==> config.mk <==
export PLATFORM = sky130hd
export DESIGN_NAME = s27_bist_ctrl
export DESIGN_NICKNAME = d
export VERILOG_FILES = /design/src/rtl/s27_bist_ctrl.sv
export SDC_FILE = /design/constraint.sdc
export NUM_CORES = 1
export LEC_CHECK = 0
export ABC_AREA = 1
export ABC_CLOCK_PERIOD_IN_PS = 1590
export BUFFER_PORTS_ARGS = -buffer_cell sky130_fd_sc_hd__buf_2
export CAP_MARGIN = 10
export CORE_MARGIN = 4
export CORE_UTILIZATION = 50
export CTS_CLUSTER_SIZE = 28
export DETAILED_ROUTE_END_ITERATION = 8
export HOLD_SLACK_MARGIN = 0.03
export PLACE_DENSITY_LB_ADDON = 0.08
export SETUP_SLACK_MARGIN = 0.02
export SYNTH_ARGS = -nofsm -noshare
export SYNTH_HDL_FRONTEND = slang
export SYNTH_SLANG_ARGS = --single-unit
==> constraint.sdc <==
create_clock -name i_clk -period 1.59 [get_ports i_clk]
set_input_delay 0.159 -clock i_clk [delete_from_list [all_inputs] [get_ports i_clk]]
set_output_delay 0.159 -clock i_clk [all_outputs]
set_load 0.01 [all_outputs]
==> src/rtl/s27_bist_ctrl.sv <==
// s27_bist_ctrl: BIST sequencer for the s27 core.
// It flushes the core's state flops, applies LFSR patterns on G0..G3, folds
// G17 into a 16-bit MISR, and checks the final signature against a golden value.
module s27_bist_ctrl #(
    parameter int          NUM_PATTERNS = 64,
    parameter int          FLUSH_CYCLES = 3,
    parameter logic [3:0]  FLUSH_VEC    = 4'b0100,
    parameter logic [3:0]  LFSR_SEED    = 4'b0001,
    parameter logic [15:0] GOLDEN_SIG   = 16'h0E1F
) (
    input  logic        i_clk,
    input  logic        i_rst,
    input  logic        i_start,
    input  logic        i_abort,
    output logic [3:0]  o_dut_pi,
    input  logic        i_dut_g17,
    output logic        o_busy,
    output logic        o_done,
    output logic        o_pass,
    output logic [15:0] o_signature
);

    localparam int CNT_MAX = (NUM_PATTERNS > FLUSH_CYCLES) ? NUM_PATTERNS : FLUSH_CYCLES;
    localparam int CW      = $clog2(CNT_MAX + 1);

    localparam logic [CW-1:0] FLUSH_LAST = CW'(FLUSH_CYCLES - 1);
    localparam logic [CW-1:0] RUN_LAST   = CW'(NUM_PATTERNS - 1);
    // An all-zero seed would lock the LFSR, so fall back to 0001.
    localparam logic [3:0]    SEED       = (LFSR_SEED == 4'b0000) ? 4'b0001 : LFSR_SEED;
    localparam logic [15:0]   MISR_POLY  = 16'h1021;
    localparam logic [15:0]   MISR_INIT  = 16'hFFFF;

    typedef enum logic [1:0] {
        S_IDLE  = 2'd0,
        S_FLUSH = 2'd1,
        S_RUN   = 2'd2,
        S_DONE  = 2'd3
    } state_t;

    state_t         r_state;
    state_t         w_state_nxt;

    logic [CW-1:0]  r_cnt;
    logic [3:0]     r_lfsr;
    logic [3:0]     r_dut_pi;
    logic           r_busy;
    logic           r_done;
    logic           r_pass;
    logic [15:0]    r_sig;

    // Control strobes decoded from the FSM for the datapath.
    logic           w_go;
    logic           w_flush_step;
    logic           w_flush_end;
    logic           w_absorb;
    logic           w_run_end;
    logic           w_stop;
    logic           w_latch;

    logic [3:0]     w_lfsr_nxt;
    logic           w_fb;
    logic [15:0]    w_misr_nxt;

    // x^4+x^3+1 LFSR step and CRC-CCITT style MISR step.
    always_comb begin
        w_lfsr_nxt = {r_lfsr[2:0], r_lfsr[3] ^ r_lfsr[2]};
        w_fb       = r_sig[15] ^ i_dut_g17;
        w_misr_nxt = {r_sig[14:0], 1'b0} ^ (w_fb ? MISR_POLY : 16'h0000);
    end

    // State register; reset wins over every other input.
    always_ff @(posedge i_clk) begin
        if (i_rst) r_state <= S_IDLE;
        else       r_state <= w_state_nxt;
    end

    // Next-state and strobe decode; abort only matters while a test is active.
    always_comb begin
        w_state_nxt  = r_state;
        w_go         = 1'b0;
        w_flush_step = 1'b0;
        w_flush_end  = 1'b0;
        w_absorb     = 1'b0;
        w_run_end    = 1'b0;
        w_stop       = 1'b0;
        w_latch      = 1'b0;
        case (r_state)
            S_IDLE: begin
                if (i_start) begin
                    w_state_nxt = S_FLUSH;
                    w_go        = 1'b1;
                end
            end
            S_FLUSH: begin
                if (i_abort) begin
                    w_state_nxt = S_IDLE;
                    w_stop      = 1'b1;
                end else if (r_cnt == FLUSH_LAST) begin
                    w_state_nxt = S_RUN;
                    w_flush_end = 1'b1;
                end else begin
                    w_flush_step = 1'b1;
                end
            end
            S_RUN: begin
                if (i_abort) begin
                    w_state_nxt = S_IDLE;
                    w_stop      = 1'b1;
                end else begin
                    w_absorb = 1'b1;
                    if (r_cnt == RUN_LAST) begin
                        w_state_nxt = S_DONE;
                        w_run_end   = 1'b1;
                    end
                end
            end
            S_DONE: begin
                w_state_nxt = S_IDLE;
                w_latch     = 1'b1;
            end
            default: w_state_nxt = S_IDLE;
        endcase
    end

    // Datapath: pattern register, counter, LFSR, MISR and status flags.
    always_ff @(posedge i_clk) begin
        if (i_rst) begin
            r_cnt    <= '0;
            r_lfsr   <= 4'b0000;
            r_dut_pi <= 4'b0000;
            r_busy   <= 1'b0;
            r_done   <= 1'b0;
            r_pass   <= 1'b0;
            r_sig    <= MISR_INIT;
        end else begin
            r_done <= 1'b0;
            if (w_go) begin
                r_dut_pi <= FLUSH_VEC;
                r_cnt    <= '0;
                r_sig    <= MISR_INIT;
                r_pass   <= 1'b0;
                r_busy   <= 1'b1;
            end
            if (w_flush_step) r_cnt <= r_cnt + CW'(1);
            if (w_flush_end) begin
                r_dut_pi <= SEED;
                r_lfsr   <= SEED;
                r_cnt    <= '0;
            end
            if (w_absorb) begin
                r_sig    <= w_misr_nxt;
                r_lfsr   <= w_lfsr_nxt;
                r_dut_pi <= w_lfsr_nxt;
                r_cnt    <= r_cnt + CW'(1);
            end
            // Final pattern absorbed: park the core inputs.
            if (w_run_end || w_stop) begin
                r_dut_pi <= 4'b0000;
                r_busy   <= 1'b0;
            end
            if (w_latch) begin
                r_done <= 1'b1;
                r_pass <= (r_sig == GOLDEN_SIG);
            end
        end
    end

    assign o_dut_pi    = r_dut_pi;
    assign o_busy      = r_busy;
    assign o_done      = r_done;
    assign o_pass      = r_pass;
    assign o_signature = r_sig;

endmodule
# Yosys cells after proc, flatten, opt, wreduce, memory -nomap -nowiden
# Cells that the tools add are included.
# Widths: inputs -> output; s select.
dict set report totals {
  reg_bits 36
  out_inout_bits 23
  word_cells 68
}
dict set report classes {
  bitwise 3
  n_mux 37
  n_eq_ne 9
  n_reduce_logical 10
  add_sub_neg 1
}
# operator count
set op_table {}
lappend op_table {{$mux 16} 2}
lappend op_table {{$mux 7} 4}
lappend op_table {{$mux 4} 5}
lappend op_table {{$mux 1} 19}
lappend op_table {{$eq 16x12->1 const B} 1}
lappend op_table {{$xor 16x13->16} 1}
lappend op_table {{$mux 13} 1}
lappend op_table {{$mux 2} 5}
lappend op_table {{$pmux 2 s4} 1}
lappend op_table {{$add 7x1->7 const B} 1}
lappend op_table {{$eq 7x2->1 const B} 1}
lappend op_table {{$eq 7x6->1 const B} 1}
lappend op_table {{$ne 3x3->1 const B} 2}
lappend op_table {{$reduce_bool 2->1} 3}
lappend op_table {{$eq 2x2->1 const B} 2}
lappend op_table {{$reduce_bool 4->1} 1}
lappend op_table {{$reduce_or 2->1} 2}
lappend op_table {{$reduce_and 3->1} 1}
lappend op_table {{$reduce_bool 3->1} 1}
lappend op_table {{$eq 2x1->1 const B} 1}
lappend op_table {{$logic_not 2->1} 1}
lappend op_table {{$ne 2x2->1 const B} 1}
lappend op_table {{$xor 1x1->1} 2}
lappend op_table {{$logic_or 1x1->1} 1}

# Logic depth before layout (Yosys ltp)
# Gate-level depths: netlist of run 1.
dict set report depth {
  ltp_word 7
  depth_mapped 10
}

# Worst setup path after synthesis of run 1
# OpenSTA, ideal clock, no wires.
dict set report synth_path {
  path_kind {reg-to-reg}
  from {reg r_state[0]}
  to {reg r_sig[12], in the netlist o_signature[12]}
  setup_ns 0.125
  slack_ns 0.263
  arrival_time_ns 1.202
  stages_incl_launch_ff 8
  synth_period_minus_slack_ns 1.327
  path_buffers 0
  cell_sequence {dfxtp_1 > inv_1 > ha_1 > inv_1 > nor2_2 > nand2_1 > o21ai_0 > nand3_1}
}
dict set report synth_via {
  elab_chain_cells 3
  word_cells_on_any_way 6
}
# element line
set synth_rtl {}
lappend synth_rtl {{start, declared} 40} ;# state_t r_state;
lappend synth_rtl {{start signal, assigned} 74} ;# else r_state <= w_state_nxt;
lappend synth_rtl {{$eq 2x2->1 / $logic_not 2->1 (equally long branches)} 87} ;# case (r_state)
lappend synth_rtl {{$mux 1} 87}
lappend synth_rtl {{$mux 16 / $reduce_bool 2->1 (equally long branches)} n/a}
lappend synth_rtl {{end signal, assigned} 151} ;# r_sig <= w_misr_nxt;
lappend synth_rtl {{end, declared} 49} ;# logic [15:0] r_sig;
# Several ways; a longest one is shown, not always the timed one.
# A chain may end at the register's enable or synchronous reset.

# Final worst setup path of run 1
dict set report layout_path {
  from {reg r_state[0]}
  to {reg r_cnt[3]}
}
dict set report layout_via {
  elab_chain_cells 5
  word_cells_on_any_way 11
}
# element line
set layout_rtl {}
lappend layout_rtl {{$eq 2x1->1} 87}
lappend layout_rtl {{$mux 1} 87}
lappend layout_rtl {{$mux 7} 144} ;# if (w_flush_step) r_cnt <= r_cnt + CW'(1);
lappend layout_rtl {{$mux 7} 145} ;# if (w_flush_end) begin
lappend layout_rtl {{$mux 7} 150} ;# if (w_absorb) begin
lappend layout_rtl {{end signal, assigned} 144}
lappend layout_rtl {{end signal, assigned} 154} ;# r_cnt <= r_cnt + CW'(1);
lappend layout_rtl {{end, declared} 43} ;# logic [CW-1:0] r_cnt;
# Several ways; a longest one is shown, not always the timed one.

==> results by group, run 1 <==
Routing
  – Iter 0 DRT Violations: 75
  – Final wirelength: approximately 3800 microns
  – Post-detailed-route wirelength per cell: 12.4 microns
  – Final ANT Viol Nets: 0
  – # DRC: 0
  – Pre-antenna DRT Iters: 4
  – DR vias/cell: around 4.8
  – Vias: 1472

Yosys
  – Post-synth top area cell: dfxtp_1
  – Largest family of logic cells by synthesized area: simple AND/OR/NAND/NOR gates
  – Post-Syn Nets: between 200 and 250
  – Synth Area in XOR/XNOR: 0.00988
  – Mapped Avg Cell Area: 7.84 sq um
  – Post-Synth Adder-Cell Area: 0.0494
  – Post-synthesis sequential area ratio: 0.406
  – Synth top area share: 0.406
  – Cells after Synth: 226
  – Post-Syn Area: around 1800 sq um
  – Mux contribution to synthesized area: 0
  – Synth Area in Simple Gates: 0.323
  – Compound-cell area share of the yosys netlist: 0.125
  – Ys Warns: 0
  – Synth Register Bits: 36
  – Top cells by area, synth: dfxtp_1, nand2_1, inv_1
  – Post-synth cell types: 27

GRT
  – Number of global-route vias before repair: roughly 1400
  – Total grt overflow: 0
  – GRT Total Usage: 0.183
  – Initial antenna violation count: 0
  – Largest net degree at the start of global routing: 20
  – First-pass GRT wire length: 6380 microns

Floorplan
  – Core area: around 3400 sq um
  – Die X: about 68 microns
  – Die area: about 4600 sq um
  – Die height: between 60 and 70 microns
  – I/O pin count: 28
  – Row Count: 21
  – Initial Utilization: 0.523

Final layout
  – Area growth, synth to finish: 15.9%
  – Share of cells above drive strength 1: 0.285
  – Most frequent cells in the layout: nand2_1, dfxtp_1, buf_2
  – Layout Nets: around 270
  – Commonest non-fill, non-tap cell in the layout: nand2_1
  – Diode count: 0

Power and ir drop
  – LEAKAGE: roughly 0.9 nW
  – Sw Pwr: between 0.001 and 0.0015 W
  – Sequential share of power: 0.405
  – Largest vdd supply drop: roughly 0.83 mV
  – Clock network power share: 0.191
  – Internal power: ~0.0016 W
  – Sw Ratio: 0.397
  – Combinational share of power: 0.404
  – Pwr/cell area: 1290 nW/um^2

Clocking
  – Inserted Clock Buffers: 5
  – Clock slew at reported path FFs: 0.11 ns
  – Maximum buffer depth of the clock tree: 2
  – CTS H-tree lvls: 2
  – CTS Hold Bufs: 0
  – Clk sinks: 36
  – CTS tree: built
  – Clock root buffer: clkbuf_4
  – Worst skew pair latency: between 0.3 and 0.4 ns

Worst hold path
  – Tightest Hold Check Type: in -> reg

Critical path
  – Cells along the critical path: inv_1 > ha_1 > nand2_4 > nand2_4 > clkinv_8 > nand2_8 > nand3_2 > nand2_2 > nor3_2
  – WP data arrival: approximately 1.7 ns
  – Reg2reg end: r_cnt[3]
  – Crit. End Element: flop
  – CP Capture Point: r_cnt[3]
  – Flop2flop setup slack: around 0.13 ns
  – Worst R2R Start: r_state[0]
  – Req. time, crit path: around 1.8 ns
  – Crit-path max FO: 8
  – Most frequent CP cell: nand2_4
  – Cells on worst reg2reg path: 9
  – Setup CP Type: reg -> reg
  – CP max stage cell: dfxtp_1
  – CP peak stage delay: between 0.3 and 0.4 ns
  – Crit path from: r_state[0]
  – Critical Path Source Type: flop

Timing
  – Final worst slack: approximately 0.13 ns
  – Number of hold violations in the final report: 0
  – Highest clock rate: roughly 680 MHz
  – Final TNS setup: 0 ns
  – Layout Skew: about 0.0092 ns
  – Headroom to the max-slew limit: 0.692
  – Final Max Tran Viols: 0
  – Tmin final: about 1.5 ns
  – Final setup violating endpoints: 0
  – Hold slack final: roughly 0.11 ns
  – Final period util: 0.920
  – RSZ-0062 raised after global routing: yes
  – Worst-Margin Slew: between 0.4 and 0.5 ns

Run status
  – Status: complete, no violations

Flow run
  – Max cap viols: 0

Placement
  – Quantity of I/O buffers inserted on ports: 27
  – RD Place Congestion: 0.876
  – Pre-CTS WS: 0.0525 ns
  – HPWL after detailed placement: about 2800 microns
==> registers in the layout, indices dropped and copies added (netlist names) <==
signal       cells
o_pass           1
o_dut_pi         4
o_busy           1
r_lfsr           4
o_signature     16
r_state          2
o_done           1
r_cnt            7
==> per-stage QoR <==
step	cell area, sq um	std cells	power (W)	util
3_3_place_gp	1970	297	0.00214	0.582
3_5_place_dp	1970	297	0.00215	0.582
4_1_cts	2030	305	0.00265	0.600
2_1_floorplan	1770	226	0.00188	-
6_report	2050	306	0.00265	0.606
5_1_grt	2050	306	0.00287	0.606
==> power groups by stage <==
stage	Clock, W	Sequential [W]	Combinational (W)
floorplan	0	0.00110	0.000780
global placement	0	0.00109	0.00104
detailed placement	0	0.00109	0.00105
CTS	0.000522	0.00107	0.00106
global route	0.000567	0.00109	0.00121
finish	0.000506	0.00108	0.00107
==> metal layers <==
layer	track usage	vias to the layer above	wire length, microns
met5	0	-	0
li1	-	803	-
met3	0.0449	2	127
met2	0.293	23	1760
met4	0.0456	0	14
met1	0.247	644	1890
==> kinds of logic (layout without fill, tap and decap cells) <==
logic type      after synthesis  count (layout)
compound gates               38              38
xor+xnor                      2               2
fa+ha+maj                     7               7
buf+inv                      34              68
simple gates                109             109
flops                        36              36
==> worst min path at each step <==
| stage | cells past startpoint | to | start | slack (ns) |
|---|---|---|---|---|
| finish | 3 | o_busy | i_start | 0.11 |
| global route | 3 | o_busy | i_start | 0.13 |
| global placement | 3 | o_busy | i_start | 0.44 |
| CTS | 3 | o_busy | i_start | 0.1 |
| floorplan | 2 | o_busy | i_start | 0.32 |
| detailed placement | 3 | o_busy | i_start | 0.45 |
==> cell type report <==
| type | instances | area (sq um) |
|---|---|---|
| Multi-Input combinational cell | 156 | 910 |
| Timing Repair Buffer | 32 | 185 |
| Tap cell | 46 | 57.6 |
| Inverter | 28 | 118 |
| Clock buffer | 6 | 51.3 |
| Sequential cell | 36 | 723 |
| Clock inverter | 2 | 10.0 |
| Fill cell | 329 | 1340 |
==> critical path: cells and delay by family (launching register included) <==
| family | cells | cell delay [ns] |
|---|---|---|
| buf+inv | 2 | 0.20 |
| flops | 1 | 0.34 |
| fa+ha+maj | 1 | 0.23 |
| simple gates | 6 | 0.58 |
==> timing repair <==
| action | in CTS | in global routing |
|---|---|---|
| resized for setup | 0 | 5 |
| buffers inserted | 0 | 1 |
| setup endpoints to repair | 0 | 19 |
==> Yosys cell counts, drive strengths merged <==
master	count
nor3	7
xnor2	2
buf	5
clkinv	1
nor2	26
dfxtp	36
ha	7
o21ai	8
nand3	13
a21oi	17
clkbuf	1
inv	27
o22ai	13
nand4	6
nand2	57
(Power assumes the default switching activity.)
==> run 2, diff against run 1 <==
--- a/config.mk
+++ b/config.mk
@@ -14,7 +14,7 @@
 export CTS_CLUSTER_SIZE = 28
 export DETAILED_ROUTE_END_ITERATION = 8
 export HOLD_SLACK_MARGIN = 0.03
-export PLACE_DENSITY_LB_ADDON = 0.08
+export PLACE_DENSITY = 0.72
 export SETUP_SLACK_MARGIN = 0.02
 export SYNTH_ARGS = -nofsm -noshare
 export SYNTH_HDL_FRONTEND = slang
==> run 2 against run 1 <==
Setup slack improved by 0.029 ns. Via count rose by 5.0%. Clock skew increased by 0.0044 ns. Critical path type unchanged. Clock power grew 9.7%. Clock-buffer cell count increased by 1. Final cell count fell by 0.33%. Largest cell class unchanged. Die area unchanged.
==> results by group, run 2 (synthesis gave the netlist of run 1 again) <==
Run status
  – Status: complete, no violations

Clocking
  – Clk sinks: 36 (unchanged)
  – CTS tree: built
  – Maximum buffer depth of the clock tree: 2 (unchanged)
  – Clock slew at reported path FFs: 0.11 ns (about the same)
  – CTS H-tree lvls: 2 (unchanged)
  – CTS Hold Bufs: 0 (unchanged)
  – Inserted Clock Buffers: 5 (unchanged)
  – Clock root buffer: clkbuf_4
  – Post_cts resized: 0 (unchanged)
  – Postcts setup bufs: 0 (unchanged)
  – Worst skew pair latency: 0.35 ns (+0.02 ns)

Routing
  – Vias: 1546 (+5.0%)
  – Final wirelength: 3820 microns (+0.63%)
  – DR vias/cell: 5.07 (+5.4%)
  – Pre-antenna DRT Iters: 4 (unchanged)
  – Iter 0 DRT Violations: 46 (-39%)
  – # DRC: 0 (unchanged)
  – Post-detailed-route wirelength per cell: 12.5 microns (+0.96%)
  – Final ANT Viol Nets: 0 (unchanged)

GRT
  – Initial antenna violation count: 0 (unchanged)
  – First-pass GRT wire length: 6410 microns (+0.44%)
  – Number of global-route vias before repair: 1461 (+6.4%)
  – GRT Total Usage: 0.192 (+0.00847)
  – Largest net degree at the start of global routing: 19 (-5.0%)
  – Total grt overflow: 0 (unchanged)

Final layout
  – Area growth, synth to finish: 14.8%
  – Max reg flops: 16 (unchanged)
  – Layout Nets: 271 (unchanged)
  – Most frequent cells in the layout: nand2_1, dfxtp_1, buf_2
  – Commonest non-fill, non-tap cell in the layout: nand2_1
  – Diode count: 0 (unchanged)
  – Share of cells above drive strength 1: 0.274 (-0.0105)

Placement
  – Quantity of I/O buffers inserted on ports: 27 (unchanged)
  – HPWL after detailed placement: 2860 microns (+1.5%)
  – RD Place Congestion: 0.855 (-2.4%)

Timing
  – Final setup violating endpoints: 0 (unchanged)
  – Tmin final: 1.43 ns (-0.0294 ns)
  – Highest clock rate: 697 MHz (+2.0%)
  – Worst-Margin Slew: 0.379 ns (-0.0793 ns)
  – Hold slack final: 0.132 ns (+0.0218 ns)
  – Headroom to the max-slew limit: 0.746 (+0.0532)
  – Number of hold violations in the final report: 0 (unchanged)
  – Final TNS setup: 0 ns (unchanged)
  – Final Max Tran Viols: 0 (unchanged)
  – Final period util: 0.902 (-0.0185)
  – Layout Skew: 0.0136 ns (+0.00438 ns)
  – RSZ-0062 raised after global routing: no

Power and ir drop
  – LEAKAGE: 0.873 nW (-1.1%)
  – Largest vdd supply drop: 0.626 mV (-24%)
  – Final Power: 0.00268 W (+0.91%)
  – Pwr/cell area: 1320 nW/um^2 (+1.8%)

Critical path
  – Setup CP Type: reg -> reg
  – Req. time, crit path: 1.84 ns (+0.02 ns)
  – Critical Path Source Type: flop
  – Flop2flop setup slack: 0.16 ns (+0.03 ns)
  – CP max stage cell: dfxtp_1
  – WP data arrival: 1.68 ns (about the same)
  – Crit. End Element: flop
  – CP peak stage delay: 0.34 ns (about the same)
  – Crit-path max FO: 8 (unchanged)
  – Cells along the critical path: inv_1 > ha_2 > nand2_1 > nand2_4 > clkinv_8 > nand2_8 > nand3_2 > nand2_2 > nor3_2

Floorplan
  – Row Count: 21 (unchanged)
  – Initial Utilization: 0.523 (unchanged)
  – Die X: 67.5 microns (unchanged)
  – I/O pin count: 28 (unchanged)
  – Core area: 3390 sq um (unchanged)
  – Die height: 67.5 microns (unchanged)
  – Die area: 4560 sq um (unchanged)

Worst hold path
  – Tightest Hold Check Type: in -> reg

Flow run
  – Max cap viols: 0 (unchanged)
[run 2: cell types whose count changed in the layout (fill, tap and decap cells not counted)]
cell and delta:
nand2_1 +1, buf_4 +1, nor2_2 +1, clkbuf_8 +1, inv_2 +1, clkinv_2 -2, nand2_2 -1, nor2_4 -1
dfxtp_1 +2, dfxtp_2 -2, inv_1 -1, buf_12 -1
[run 2: through the flow]
step / instances / util / setup slack, ns / cell area (sq um)
global placement: 298 / 0.581 / 0.157 / 1970
finish: 305 / 0.601 / 0.156 / 2040
detailed placement: 298 / 0.581 / 0.136 / 1970
floorplan: 226 / - / 0.263 / 1770
global route: 305 / 0.601 / 0.0284 / 2040
CTS: 305 / 0.600 / 0.114 / 2030
[run 2: final cells by class]
cell class	count	area, sq um
fillers	322	1350
clock buffers	7	65.1
repair buffers	32	173
inverters	28	118
flip-flops and latches	36	721
multi-input cells	156	902
well taps	46	57.6
[run 2: critical path: cells and delay by family (launching register included)]
kind	cells	cell delay [ns]
flops	1	0.34
fa+ha+maj	1	0.21
buf+inv	2	0.21
simple gates	6	0.57
[run 2: final timing paths]
kind,startpoint,endpoint,cells past startpoint
setup / recovery,r_state[0],r_cnt[3],9
hold / removal,i_rst,o_done,2
setup reg to reg,r_state[0],r_cnt[3],9
hold reg to reg,r_lfsr[1],r_lfsr[1],2
[run 2: power by group]
part,switching [W],internal (W)
Combinational,0.000679,0.000372
Sequential,0.0000768,0.000995
Clock,0.000304,0.000251
Total,0.00106,0.00162
[run 2: routing by layer]
layer  track usage  up-vias  part of all wire
met1         0.221      703              0.45
met4        0.0962        0             0.026
met2         0.318       29              0.49
li1              -      802                 -
met5             0        -                 0
met3        0.0599       12             0.038
==> run 3, diff against run 2 <==
--- a/config.mk
+++ b/config.mk
@@ -7,14 +7,13 @@
 export LEC_CHECK = 0
 export ABC_AREA = 1
 export ABC_CLOCK_PERIOD_IN_PS = 1590
-export BUFFER_PORTS_ARGS = -buffer_cell sky130_fd_sc_hd__buf_2
 export CAP_MARGIN = 10
 export CORE_MARGIN = 4
 export CORE_UTILIZATION = 50
 export CTS_CLUSTER_SIZE = 28
 export DETAILED_ROUTE_END_ITERATION = 8
+export DONT_BUFFER_PORTS = 1
 export HOLD_SLACK_MARGIN = 0.03
-export PLACE_DENSITY = 0.72
 export SETUP_SLACK_MARGIN = 0.02
 export SYNTH_ARGS = -nofsm -noshare
 export SYNTH_HDL_FRONTEND = slang
==> run 3 against run 2 <==
Worst hold slack worse by 0.090 ns. Via count down 4.8%. Global-route usage down 0.59 points. Clock-buffer cell count down 2. Final cell count down 7.9%. Non-clock buffer count down 25. Clock skew down 0.0034 ns. Power down 3.2%. Clock power down 12%. Critical path type unchanged. Core utilization down 3.1 points. Combinational power down 6%.
==> results by group, run 3 (synthesis gave the netlist of run 1 again) <==
Timing
  – Number of hold violations in the final report: 0 (unchanged)
  – Tmin final: 1.46 ns (+0.0309 ns)
  – Highest clock rate: 683 MHz (-2.1%)
  – Hold slack final: 0.0427 ns (-0.0895 ns)
  – Final period util: 0.921 (+0.0194)
  – Worst-Margin Slew: 0.485 ns (+0.106 ns)
  – Final TNS setup: 0 ns (unchanged)
  – Final Max Tran Viols: 0 (unchanged)
  – Final setup violating endpoints: 0 (unchanged)
  – RSZ-0062 raised after global routing: no
  – Headroom to the max-slew limit: 0.676 (-0.0697)
  – Layout Skew: 0.0102 ns (-0.00337 ns)

Power and ir drop
  – Sw Ratio: 0.413 (+0.0171)
  – Largest vdd supply drop: 0.647 mV (+3.4%)
  – Clock network power share: 0.187 (-0.020)
  – Internal power: 0.00152 W (-5.9%)
  – Sw Pwr: 0.00107 W (+1.0%)
  – LEAKAGE: 0.789 nW (-9.6%)
  – Combinational share of power: 0.382 (-0.010)
  – Sequential share of power: 0.431 (+0.031)
  – Pwr/cell area: 1340 nW/um^2 (+2.1%)

GRT
  – Total grt overflow: 0 (unchanged)
  – Most Crowded Layer GR: met2
  – Routing usage on met1: 0.229 (+0.00855)
  – GRT Total Usage: 0.186 (-0.00587)
  – Largest net degree at the start of global routing: 19 (unchanged)
  – First-pass GRT wire length: 6490 microns (+1.2%)
  – Initial antenna violation count: 0 (unchanged)
  – Met2 usage: 0.310 (-0.00851)
  – Grt met3 use: 0.0532 (-0.00666)
  – Number of global-route vias before repair: 1429 (-2.2%)

Routing
  – DR vias/cell: 5.24 (+3.3%)
  – Iter 0 DRT Violations: 113 (+150%)
  – Vias: 1472 (-4.8%)
  – # DRC: 0 (unchanged)
  – Final wirelength: 3780 microns (-1.0%)
  – Pre-antenna DRT Iters: 4 (unchanged)
  – Final ANT Viol Nets: 0 (unchanged)
  – Post-detailed-route wirelength per cell: 13.5 microns (+7.5%)

Floorplan
  – Initial Utilization: 0.523 (unchanged)
  – Die X: 67.5 microns (unchanged)
  – Row Count: 21 (unchanged)
  – I/O pin count: 28 (unchanged)
  – Core area: 3390 sq um (unchanged)
  – Die area: 4560 sq um (unchanged)
  – Die height: 67.5 microns (unchanged)

Final layout
  – Area growth, synth to finish: 8.89%
  – Most frequent cells in the layout: nand2_1, dfxtp_1, inv_1
  – Commonest non-fill, non-tap cell in the layout: nand2_1
  – Layout Nets: 246 (-9.2%)
  – Diode count: 0 (unchanged)
  – Number of fillers in the final layout: 321 (-0.31%)
  – Share of cells above drive strength 1: 0.213 (-0.0614)
  – Max reg flops: 16 (unchanged)

Clocking
  – Clock slew at reported path FFs: 0.11 ns (about the same)
  – Worst skew pair latency: 0.34 ns (about the same)
  – Inserted Clock Buffers: 5 (unchanged)
  – CTS H-tree lvls: 2 (unchanged)
  – Maximum buffer depth of the clock tree: 2 (unchanged)
  – Clk sinks: 36 (unchanged)
  – CTS tree: built
  – Clock root buffer: clkbuf_4

Critical path
  – Cells along the critical path: inv_1 > ha_2 > nand2_4 > nand2_4 > clkinv_8 > nand2_8 > nand3_2 > nand2_2 > nor3_2
  – WP data arrival: 1.70 ns (+0.02 ns)
  – CP max stage cell: dfxtp_2
  – Setup CP Type: reg -> reg
  – Critical Path Source Type: flop
  – Crit. End Element: flop
  – Crit-path max FO: 8 (unchanged)
  – Most frequent CP cell: nand2_4
  – Req. time, crit path: 1.82 ns (-0.02 ns)
  – Flop2flop setup slack: 0.13 ns (-0.03 ns)
  – CP peak stage delay: 0.35 ns (about the same)

Placement
  – HPWL after detailed placement: 2860 microns (about the same)
  – RD Place Congestion: 0.873 (+2.2%)
  – Quantity of I/O buffers inserted on ports: 0 (-100%)

Worst hold path
  – Tightest Hold Check Type: in -> reg

Flow run
  – Max cap viols: 0 (unchanged)

Run status
  – Status: complete, no violations
## run 3: cell count changes in the layout (fill, tap and decap cells not counted), moves of 2 or more
cell           change
buf_2             -27
dfxtp_1            -4
dfxtp_2            +4
clkbuf_8           -2
clkinv_2           +2
dlygate4sd3_1      +2
## run 3: layout make-up
type / count / area [sq um] / share of cell area
clock inverter: 3 / 18.8 / 0.00972
inverter: 28 / 118 / 0.0609
sequential: 36 / 726 / 0.376
multi-input combinational: 156 / 912 / 0.472
clock buffer: 5 / 37.5 / 0.0194
tap: 46 / 57.6 / 0.0298
timing repair buffer: 7 / 61.3 / 0.0318
## run 3: per-stage QoR
stage / worst slack (ns) / area [sq um] / power [W] / cells / util
2_1_floorplan: 0.263 / 1770 / 0.00188 / 226 / -
3_3_place_gp: 0.120 / 1830 / 0.00206 / 270 / 0.539
3_5_place_dp: 0.105 / 1830 / 0.00208 / 270 / 0.539
4_1_cts: 0.0869 / 1900 / 0.00258 / 280 / 0.561
5_1_grt: 0.0215 / 1930 / 0.00279 / 281 / 0.570
6_report: 0.125 / 1930 / 0.00259 / 281 / 0.570
## run 3: worst max-delay path, delay by kind of cell, from the launching register on
kind	cells	cell delay, ns
buffers and inverters	2	0.20
adder cells (fa/ha/maj)	1	0.23
flip-flops	1	0.35
AND/OR/NAND/NOR	6	0.57
## run 3: per-layer routing
metal / up-vias / wire length, microns
li1: 754 / -
met1: 680 / 1690
met2: 31 / 1810
met3: 7 / 236
met4: 0 / 46
met5: - / 0
## run 3: power groups by stage
stage	clock, W	sequential, W	combinational (W)
after floorplan	0	0.00110	0.000780
after global placement	0	0.00113	0.000938
after detailed placement	0	0.00113	0.000953
after CTS	0.000502	0.00111	0.000966
after global routing	0.000534	0.00113	0.00112
final	0.000486	0.00112	0.000991
## run 3: worst paths after layout
kind,depth (start not counted),from,endpoint
min reg2reg,2,r_lfsr[1],r_lfsr[1]
max,9,r_state[0],r_cnt[2]
max reg2reg,9,r_state[0],r_cnt[2]
min,4,i_abort,o_signature[0]
## run 3: repair_timing
item | 4_1_cts | 5_1_grt
resized for setup | 0 | 10
hold buffers | 2 | 0
endpoints found under the hold margin | 13 | 0
setup endpoints to repair | 0 | 21
setup buffers | 0 | 1
